File: src/rtl/adder_operand_loader.sv
// Operand loader for tt_um_adder: synchronises a nibble bus and a load strobe,
// captures operand A then B, and presents the pair with a valid/ready handshake.
module adder_operand_loader #(
   parameter int unsigned WIDTH       = 4,
   parameter int unsigned SYNC_STAGES = 2
) (
   input  logic             clk,
   input  logic             reset,
   input  logic [WIDTH-1:0] din,
   input  logic             load,
   input  logic             clr_ovr,
   input  logic             op_ready,
   output logic [WIDTH-1:0] op_a,
   output logic [WIDTH-1:0] op_b,
   output logic             op_valid,
   output logic             overrun,
   output logic [1:0]       state_dbg
);

   typedef enum logic [1:0] {
      WAIT_A = 2'b00,
      WAIT_B = 2'b01,
      HOLD   = 2'b10,
      BAD    = 2'b11
   } state_t;

   logic [WIDTH-1:0]       din_sync_q [SYNC_STAGES];
   logic [WIDTH-1:0]       din_sync_d [SYNC_STAGES];
   logic [SYNC_STAGES-1:0] load_sync_q;
   logic [SYNC_STAGES-1:0] load_sync_d;
   logic                   load_prev_q;
   logic                   load_prev_d;

   state_t                 state_q;
   state_t                 state_d;
   logic [WIDTH-1:0]       op_a_q;
   logic [WIDTH-1:0]       op_a_d;
   logic [WIDTH-1:0]       op_b_q;
   logic [WIDTH-1:0]       op_b_d;
   logic                   op_valid_q;
   logic                   op_valid_d;
   logic                   overrun_q;
   logic                   overrun_d;

   logic                   load_synced;
   logic [WIDTH-1:0]       din_synced;
   logic                   ld_pulse;
   logic                   ovr_set;

   // Both paths share the same depth so din is aligned with the strobe edge.
   always_comb begin
      din_sync_d[0] = din;
      for (int unsigned i = 1; i < SYNC_STAGES; i++) begin
         din_sync_d[i] = din_sync_q[i-1];
      end
      load_sync_d = {load_sync_q[SYNC_STAGES-2:0], load};
      load_synced = load_sync_q[SYNC_STAGES-1];
      din_synced  = din_sync_q[SYNC_STAGES-1];
      load_prev_d = load_synced;
      ld_pulse    = load_synced & ~load_prev_q;
   end

   // Load path resets high so a strobe held across reset release is not an edge.
   always_ff @(posedge clk or posedge reset) begin
      if (reset) begin
         for (int unsigned i = 0; i < SYNC_STAGES; i++) begin
            din_sync_q[i] <= '0;
         end
         load_sync_q <= '1;
         load_prev_q <= 1'b1;
      end else begin
         for (int unsigned i = 0; i < SYNC_STAGES; i++) begin
            din_sync_q[i] <= din_sync_d[i];
         end
         load_sync_q <= load_sync_d;
         load_prev_q <= load_prev_d;
      end
   end

   always_comb begin
      state_d    = state_q;
      op_a_d     = op_a_q;
      op_b_d     = op_b_q;
      op_valid_d = op_valid_q;
      ovr_set    = 1'b0;

      case (state_q)
         WAIT_A: begin
            op_valid_d = 1'b0;
            if (ld_pulse) begin
               op_a_d  = din_synced;
               state_d = WAIT_B;
            end
         end
         WAIT_B: begin
            op_valid_d = 1'b0;
            if (ld_pulse) begin
               op_b_d     = din_synced;
               op_valid_d = 1'b1;
               state_d    = HOLD;
            end
         end
         HOLD: begin
            if (op_valid_q && op_ready) begin
               // Transfer; a coincident strobe starts the next pair instead of overrunning.
               op_valid_d = 1'b0;
               if (ld_pulse) begin
                  op_a_d  = din_synced;
                  state_d = WAIT_B;
               end else begin
                  state_d = WAIT_A;
               end
            end else if (ld_pulse) begin
               ovr_set = 1'b1;
            end
         end
         BAD: begin
            op_valid_d = 1'b0;
            state_d    = WAIT_A;
         end
      endcase

      overrun_d = overrun_q;
      if (ovr_set) begin
         overrun_d = 1'b1;
      end else if (clr_ovr) begin
         overrun_d = 1'b0;
      end
   end

   always_ff @(posedge clk or posedge reset) begin
      if (reset) begin
         state_q    <= WAIT_A;
         op_a_q     <= '0;
         op_b_q     <= '0;
         op_valid_q <= 1'b0;
         overrun_q  <= 1'b0;
      end else begin
         state_q    <= state_d;
         op_a_q     <= op_a_d;
         op_b_q     <= op_b_d;
         op_valid_q <= op_valid_d;
         overrun_q  <= overrun_d;
      end
   end

   assign op_a      = op_a_q;
   assign op_b      = op_b_q;
   assign op_valid  = op_valid_q;
   assign overrun   = overrun_q;
   assign state_dbg = state_q;

endmodule

File: config.mk
export PLATFORM = sky130hd
export DESIGN_NAME = adder_operand_loader
export DESIGN_NICKNAME = d
export VERILOG_FILES = /design/src/rtl/adder_operand_loader.sv
export SDC_FILE = /design/constraint.sdc
export NUM_CORES = 1
export LEC_CHECK = 0
export ABC_AREA = 1
export BUFFER_PORTS_ARGS = -buffer_cell sky130_fd_sc_hd__buf_2
export CAP_MARGIN = 10
export CORE_MARGIN = 8
export CORE_UTILIZATION = 48
export CTS_CLUSTER_DIAMETER = 40
export CTS_CLUSTER_SIZE = 30
export DETAILED_ROUTE_END_ITERATION = 8
export GPL_TIMING_DRIVEN = 0
export PLACE_DENSITY = 0.85
export SYNTH_ARGS = -nofsm -noshare
export SYNTH_HDL_FRONTEND = slang
export SYNTH_SLANG_ARGS = --single-unit
File: constraint.sdc
create_clock -name clk -period 1.4 [get_ports clk]
set_clock_uncertainty 0.1 [all_clocks]
set_input_delay 0.21 -clock clk [delete_from_list [all_inputs] [get_ports clk]]
set_output_delay 0.21 -clock clk [all_outputs]
set_load 0.02 [all_outputs]
==> impl_metrics.ini, run 1 <==
[critical_path]
crit_required_ns = 1.50
crit_type = flop to flop
worstSetupPathDepth = 5
arrival_ns = 1.38
worst-path-max-fanout = 5
crit_top_cell = nand2_1
cp-startpoint = load_sync_q[1]$_DFF_PP1_
reg2reg_from = load_sync_q[1]$_DFF_PP1_
reg2reg_depth = 5
critPathSlowestCell = dfstp_2
crit_chain = nand2_2, nor2_2, nand2_4, nand2_1, nand2_1
max_stage_delay_ns = 0.55
r2r_setup_slack_ns = 0.13
endpoint_kind = flop
cp-start-kind = flop
worst-path-buf-inv = 0
crit_family = flip-flops
r2r-end = op_a[2]$_DFFE_PP0P_

[sta]
max_slew_margin_pct = 45.6
setup_tns_ns = 0
drv_slew = 0
post-route-min-period_ns = 1.27
fin_hold_ws_ns = 0.157
setup_viol = 0
fin_crit_sh_pct = 90.9
rsz0062_at_grt = false
worst_pin_slew_ns = 0.815
hold_viol = 0
fmax_mhz = 786

[pwr]
p_total_w = 0.00182
power_density_nw_per_um2 = 1800
p_int_w = 0.00114
swShare_pct = 37.5
power_frac_seq_pct = 50.0
ir_drop_mv = 0.929
p_clk_share_pct = 15.8
p_sw_w = 0.000682
p_leak_nw = 0.543
pwr-share-comb_pct = 34.2

[logic_synthesis]
ys_top_cells_by_count = dfrtp_1 (20), nand2_1 (20), nand3_1 (8)
async_flop_share_pct = 100
yosys_register_bits = 23
synth_warnings = 0
yosys.area.top_type = dfrtp_1
synthFlopType = dfrtp_1
avgSynthCellArea_um2 = 12.2
synth_cells = 65
yosysTopAreaCellShare_pct = 63.2
synthDistinctLibCells = 12
syn-num-nets = 74
synth.area.top_cells = dfrtp_1 (63%), dfstp_2 (10%), nand2_1 (9.5%)
synth_area_um2 = 792
synth_edf_count = 0
synth_seq_area_share_pct = 73.1

[floorplan]
ioPinCount = 21
fp.dieH_um = 56.6
num_rows = 14
dieArea_um2 = 3210
die_x_um = 56.6
core_um2 = 1520
initial_utilization_pct = 52.0

[global_routing]
antenna_found_initial = 0
grt-ovfl-total = 0
grt_pass1_wl_um = 2230
grt_max_degree = 24
grtUsageTotal_pct = 8.99
grt_pass1_vias = 539

[clock_tree]
cts_made_buffers = 3
path_clk_slew_ns = 0.11
cts-root-buf = clkbuf_4
cts_sinks = 23
htree_levels = 1
cts_tree = yes
clock_latency_ns = 0.30
cts_setup_buffers = 0
clockBufferDepth = 2

[finish]
n_fill_cell = 130
area_growth_syn_to_layout_pct = 27.3
fin_nets = 106
n_antenna_cell = 0
register_area_um2 = 579
multiInputGateArea_um2 = 190
drive_gt1_share_pct = 33.3

[detailed_routing]
drt_wl_total_um = 1370
avgViaCountPerCell = 4.88
routedWlPerCell_um = 12.2
ant_nets = 0
drtPass1Iterations = 4
vias = 547
drcViolationCount = 0
drtIter0Drc = 5

[placement]
io_buffers = 20
dpl.hpwl_um = 1030
globalplace.congestion = 0.733

[hold_path]
hp-start = op_ready
hold_end = state_dbg[1]$_DFFE_PP0P_
whs_path_depth = 4
hold_class = input port to flop

[outcome]
status = finished, final reports clean

[job]
max_cap_viol_count = 0
[timing repair]
action                                 4_1_cts  5_1_grt
resized for setup                            0        0
hold buffers                                 7        0
endpoints found under the hold margin       26        0
[power by group through the flow]
| stage | sequential (W) | clock (W) | combinational [W] |
|---|---|---|---|
| floorplan | 0.00110 | 0 | 0.000226 |
| global placement | 0.000919 | 0 | 0.000602 |
| detailed placement | 0.000928 | 0 | 0.000623 |
| CTS | 0.000914 | 0.000304 | 0.000639 |
| global route | 0.000932 | 0.000334 | 0.000690 |
| finish | 0.000910 | 0.000287 | 0.000622 |
[worst register-to-register path, stage by stage (launching register included)]
cell and delay, ns:
dfstp_2 0.55, nand2_2 0.08, nor2_2 0.22, nand2_4 0.10, nand2_1 0.07, nand2_1 0.05
[layout by cell type, fill, tap and decap left out]
cell | synthesis | layout
buf_2 | 0 | 20
clkbuf_1 | 0 | 1
clkbuf_4 | 0 | 3
dfrtp_1 | 20 | 20
dfstp_2 | 3 | 3
dlygate4sd3_1 | 0 | 7
inv_1 | 6 | 6
nand2_1 | 20 | 20
nand2_2 | 1 | 1
nand2_4 | 2 | 2
nand3_1 | 8 | 8
nand3_4 | 1 | 1
nor2_2 | 1 | 1
nor2_4 | 1 | 1
o21ai_0 | 1 | 1
o22ai_1 | 1 | 1
[state kept, by name (all words and copies together) (netlist names)]
| register | cells |
|---|---|
| din_sync_d | 4 |
| din_synced | 4 |
| op_a | 4 |
| op_b | 4 |
| load_sync_q | 2 |
| state_dbg | 2 |
| load_prev_q | 1 |
| op_valid | 1 |
| overrun | 1 |
[worst max-delay path by stage]
stage | to | slack [ns]
finish | op_a[2]$_DFFE_PP0P_ | 0.13
global route | state_dbg[0]$_DFFE_PP0P_ | 0.02
CTS | state_dbg[1] | 0.11
detailed placement | op_a[2]$_DFFE_PP0P_ | 0.14
global placement | op_a[2]$_DFFE_PP0P_ | 0.17
floorplan | op_a[0]$_DFFE_PP0P_ | 0.24
[cell type report]
cell class              instances  share of cell area (%)
well taps                      16                    1.99
repair buffers                 27                    16.9
flip-flops and latches         23                    57.4
inverters                       6                    2.23
clock buffers                   4                    2.61
multi-input cells              36                    18.9
[cells by family after synthesis]
kind of cell           share of synthesized area [%]
buffers and inverters                           2.84
AO/OA/AOI/OAI                                   1.42
flip-flops                                      73.1
AND/OR/NAND/NOR                                 22.6
[routing by layer]
| metal | track usage, % | up-vias | wire (um) |
|---|---|---|---|
| met2 | 13.5 | 18 | 685 |
| li1 | - | 265 | - |
| met3 | 4.49 | 4 | 122 |
| met5 | 0 | - | 0 |
| met4 | 8.25 | 0 | 24 |
| met1 | 8.80 | 260 | 532 |
[stage by stage]
| stage | util (%) | instance area [um^2] | cells | setup WS, ns |
|---|---|---|---|---|
| floorplan | - | 792 | 65 | 0.238 |
| global placement | 59.9 | 912 | 101 | 0.169 |
| detailed placement | 59.9 | 912 | 101 | 0.136 |
| CTS | 66.2 | 1010 | 112 | 0.107 |
| global route | 66.2 | 1010 | 112 | 0.0177 |
| finish | 66.2 | 1010 | 112 | 0.128 |
Note: power is estimated with default switching activity, not from simulation.
==> inputs of run 2 (changes only) <==
- MAX_ROUTING_LAYER: unset -> met4
==> run 2 against run 1 <==
Compared with the run above:
- via count increased by 0.91%
- combinational power barely moved
- worst hold slack lost 0.0018 ns
- non-clock buffer count is the same
- total power increased by 0.27%
- first-iteration DRC count did not move
- critical path depth is the same
- highest routed layer unchanged
- global-route usage rose by 0.24 points
- sequential share of layout area is the same
==> impl_metrics.ini, run 2 (synthesized netlist as in run 1, its figures left out) <==
[sta]
worst_pin_slew_ns = 0.813
rsz0062_at_grt = false
post-route-min-period_ns = 1.28
hold_viol = 0
max_slew_margin_pct = 45.8
fin_hold_ws_ns = 0.155
setup_tns_ns = 0
setup_viol = 0
drv_slew = 0
fin_crit_sh_pct = 91.3
fmax_mhz = 782

[hold_path]
hp-start = op_ready
hold_class = input port to flop
whs_path_depth = 4
hold_end = state_dbg[1]$_DFFE_PP0P_

[detailed_routing]
vias = 552
avgViaCountPerCell = 4.93
routedWlPerCell_um = 12.2
drtPass1Iterations = 4
drt_wl_total_um = 1360
ant_nets = 0
drcViolationCount = 0
drtIter0Drc = 5

[outcome]
status = finished, final reports clean

[critical_path]
crit_chain = nand2_2, nor2_2, nand2_4, nand2_1, nand2_1
arrival_ns = 1.38
max_stage_delay_ns = 0.55
endpoint_kind = flop
crit_top_cell = nand2_1
reg2reg_depth = 5
r2r_setup_slack_ns = 0.12
reg2reg_from = load_sync_q[1]$_DFF_PP1_
crit_type = flop to flop
r2r-end = op_a[2]$_DFFE_PP0P_
worst-path-max-fanout = 5
crit_required_ns = 1.51
cp-start-kind = flop
critPathSlowestCell = dfstp_2

[floorplan]
num_rows = 14
ioPinCount = 21
core_um2 = 1520
die_x_um = 56.6
initial_utilization_pct = 52.0
dieArea_um2 = 3210
fp.dieH_um = 56.6

[finish]
drive_gt1_share_pct = 33.3
final_area_um2 = 1010
n_antenna_cell = 0
register_area_um2 = 579
final_cell_mix = nand2_1 (20), dfrtp_1 (20), buf_2 (20)
fin_nets = 106
n_fill_cell = 130
area_growth_syn_to_layout_pct = 27.3
multiInputGateArea_um2 = 190

[job]
max_cap_viol_count = 0

[pwr]
p_total_w = 0.00182
p_sw_w = 0.000687
p_leak_nw = 0.543
swShare_pct = 37.6
power_frac_seq_pct = 49.9
ir_drop_mv = 0.933
power_density_nw_per_um2 = 1810
pwr-share-comb_pct = 34.2
p_clk_share_pct = 15.9
p_int_w = 0.00114

[global_routing]
grt-ovfl-total = 0
grtUsageTotal_pct = 9.23
antenna_found_initial = 0
grt_pass1_wl_um = 2240
grt_pass1_vias = 539
grt_max_degree = 24

[clock_tree]
path_clk_slew_ns = 0.11
cts_sinks = 23
htree_levels = 1
cts_made_buffers = 3
cts-root-buf = clkbuf_4
cts_resized = 0
clockBufferDepth = 2
clock_latency_ns = 0.30
cts_tree = yes

[placement]
io_buffers = 20
dpl.hpwl_um = 1030
globalplace.congestion = 0.742
placed_cell_area_um2 = 912
run 2: worst max path at each step:
stage	from	endpoint	slack (ns)	depth (start not counted)
final	load_sync_q[1]$_DFF_PP1_	op_a[2]$_DFFE_PP0P_	0.12	5
after global routing	reset	din_synced[2]$_DFF_PP0_	0.01	3
after CTS	state_dbg[1]$_DFFE_PP0P_	state_dbg[1]	0.11	1
after detailed placement	load_sync_q[1]$_DFF_PP1_	op_a[2]$_DFFE_PP0P_	0.14	5
after global placement	load_sync_q[1]$_DFF_PP1_	op_a[2]$_DFFE_PP0P_	0.17	5
after floorplan	load_sync_q[1]$_DFF_PP1_	op_a[0]$_DFFE_PP0P_	0.24	5
run 2: power by group through the flow:
stage / sequential, W / combinational [W] / clock (W)
6_report: 0.000911 / 0.000623 / 0.000290
2_1_floorplan: 0.00110 / 0.000226 / 0
4_1_cts: 0.000914 / 0.000639 / 0.000304
3_3_place_gp: 0.000919 / 0.000602 / 0
5_1_grt: 0.000932 / 0.000690 / 0.000334
3_5_place_dp: 0.000928 / 0.000623 / 0
run 2: final cells by class:
class	count	area share, %
sequential	23	57.4
inverter	6	2.23
tap	16	1.99
multi-input combinational	36	18.9
clock buffer	4	2.61
timing repair buffer	27	16.9
run 2: critical path: cells and delay by family, from the launching register on:
kind,cells,cell delay [ns]
flip-flops,1,0.55
AND/OR/NAND/NOR,5,0.52
run 2: routing by layer:
layer	global-route usage, %	routed length (um)	vias to the layer above	share of wire, %
met5	-	0	-	0
met4	8.25	37	0	2.7
met3	4.04	106	4	7.8
met2	13.3	657	20	48
met1	9.20	559	262	41
li1	-	-	266	-
run 2: repair_timing:
action                                  4_1_cts  5_1_grt
hold endpoints to repair                     26        0
hold buffers                                  7        0
setup buffers                                 0        0
endpoints found under the setup margin        0        0
run 2: per-stage QoR:
step                std cells  utilization [%]  setup WS [ns]
finish                    112             66.2          0.121
global route              112             66.2         0.0146
CTS                       112             66.2          0.107
detailed placement        101             59.9          0.136
global placement          101             59.9          0.169
floorplan                  65                -          0.238
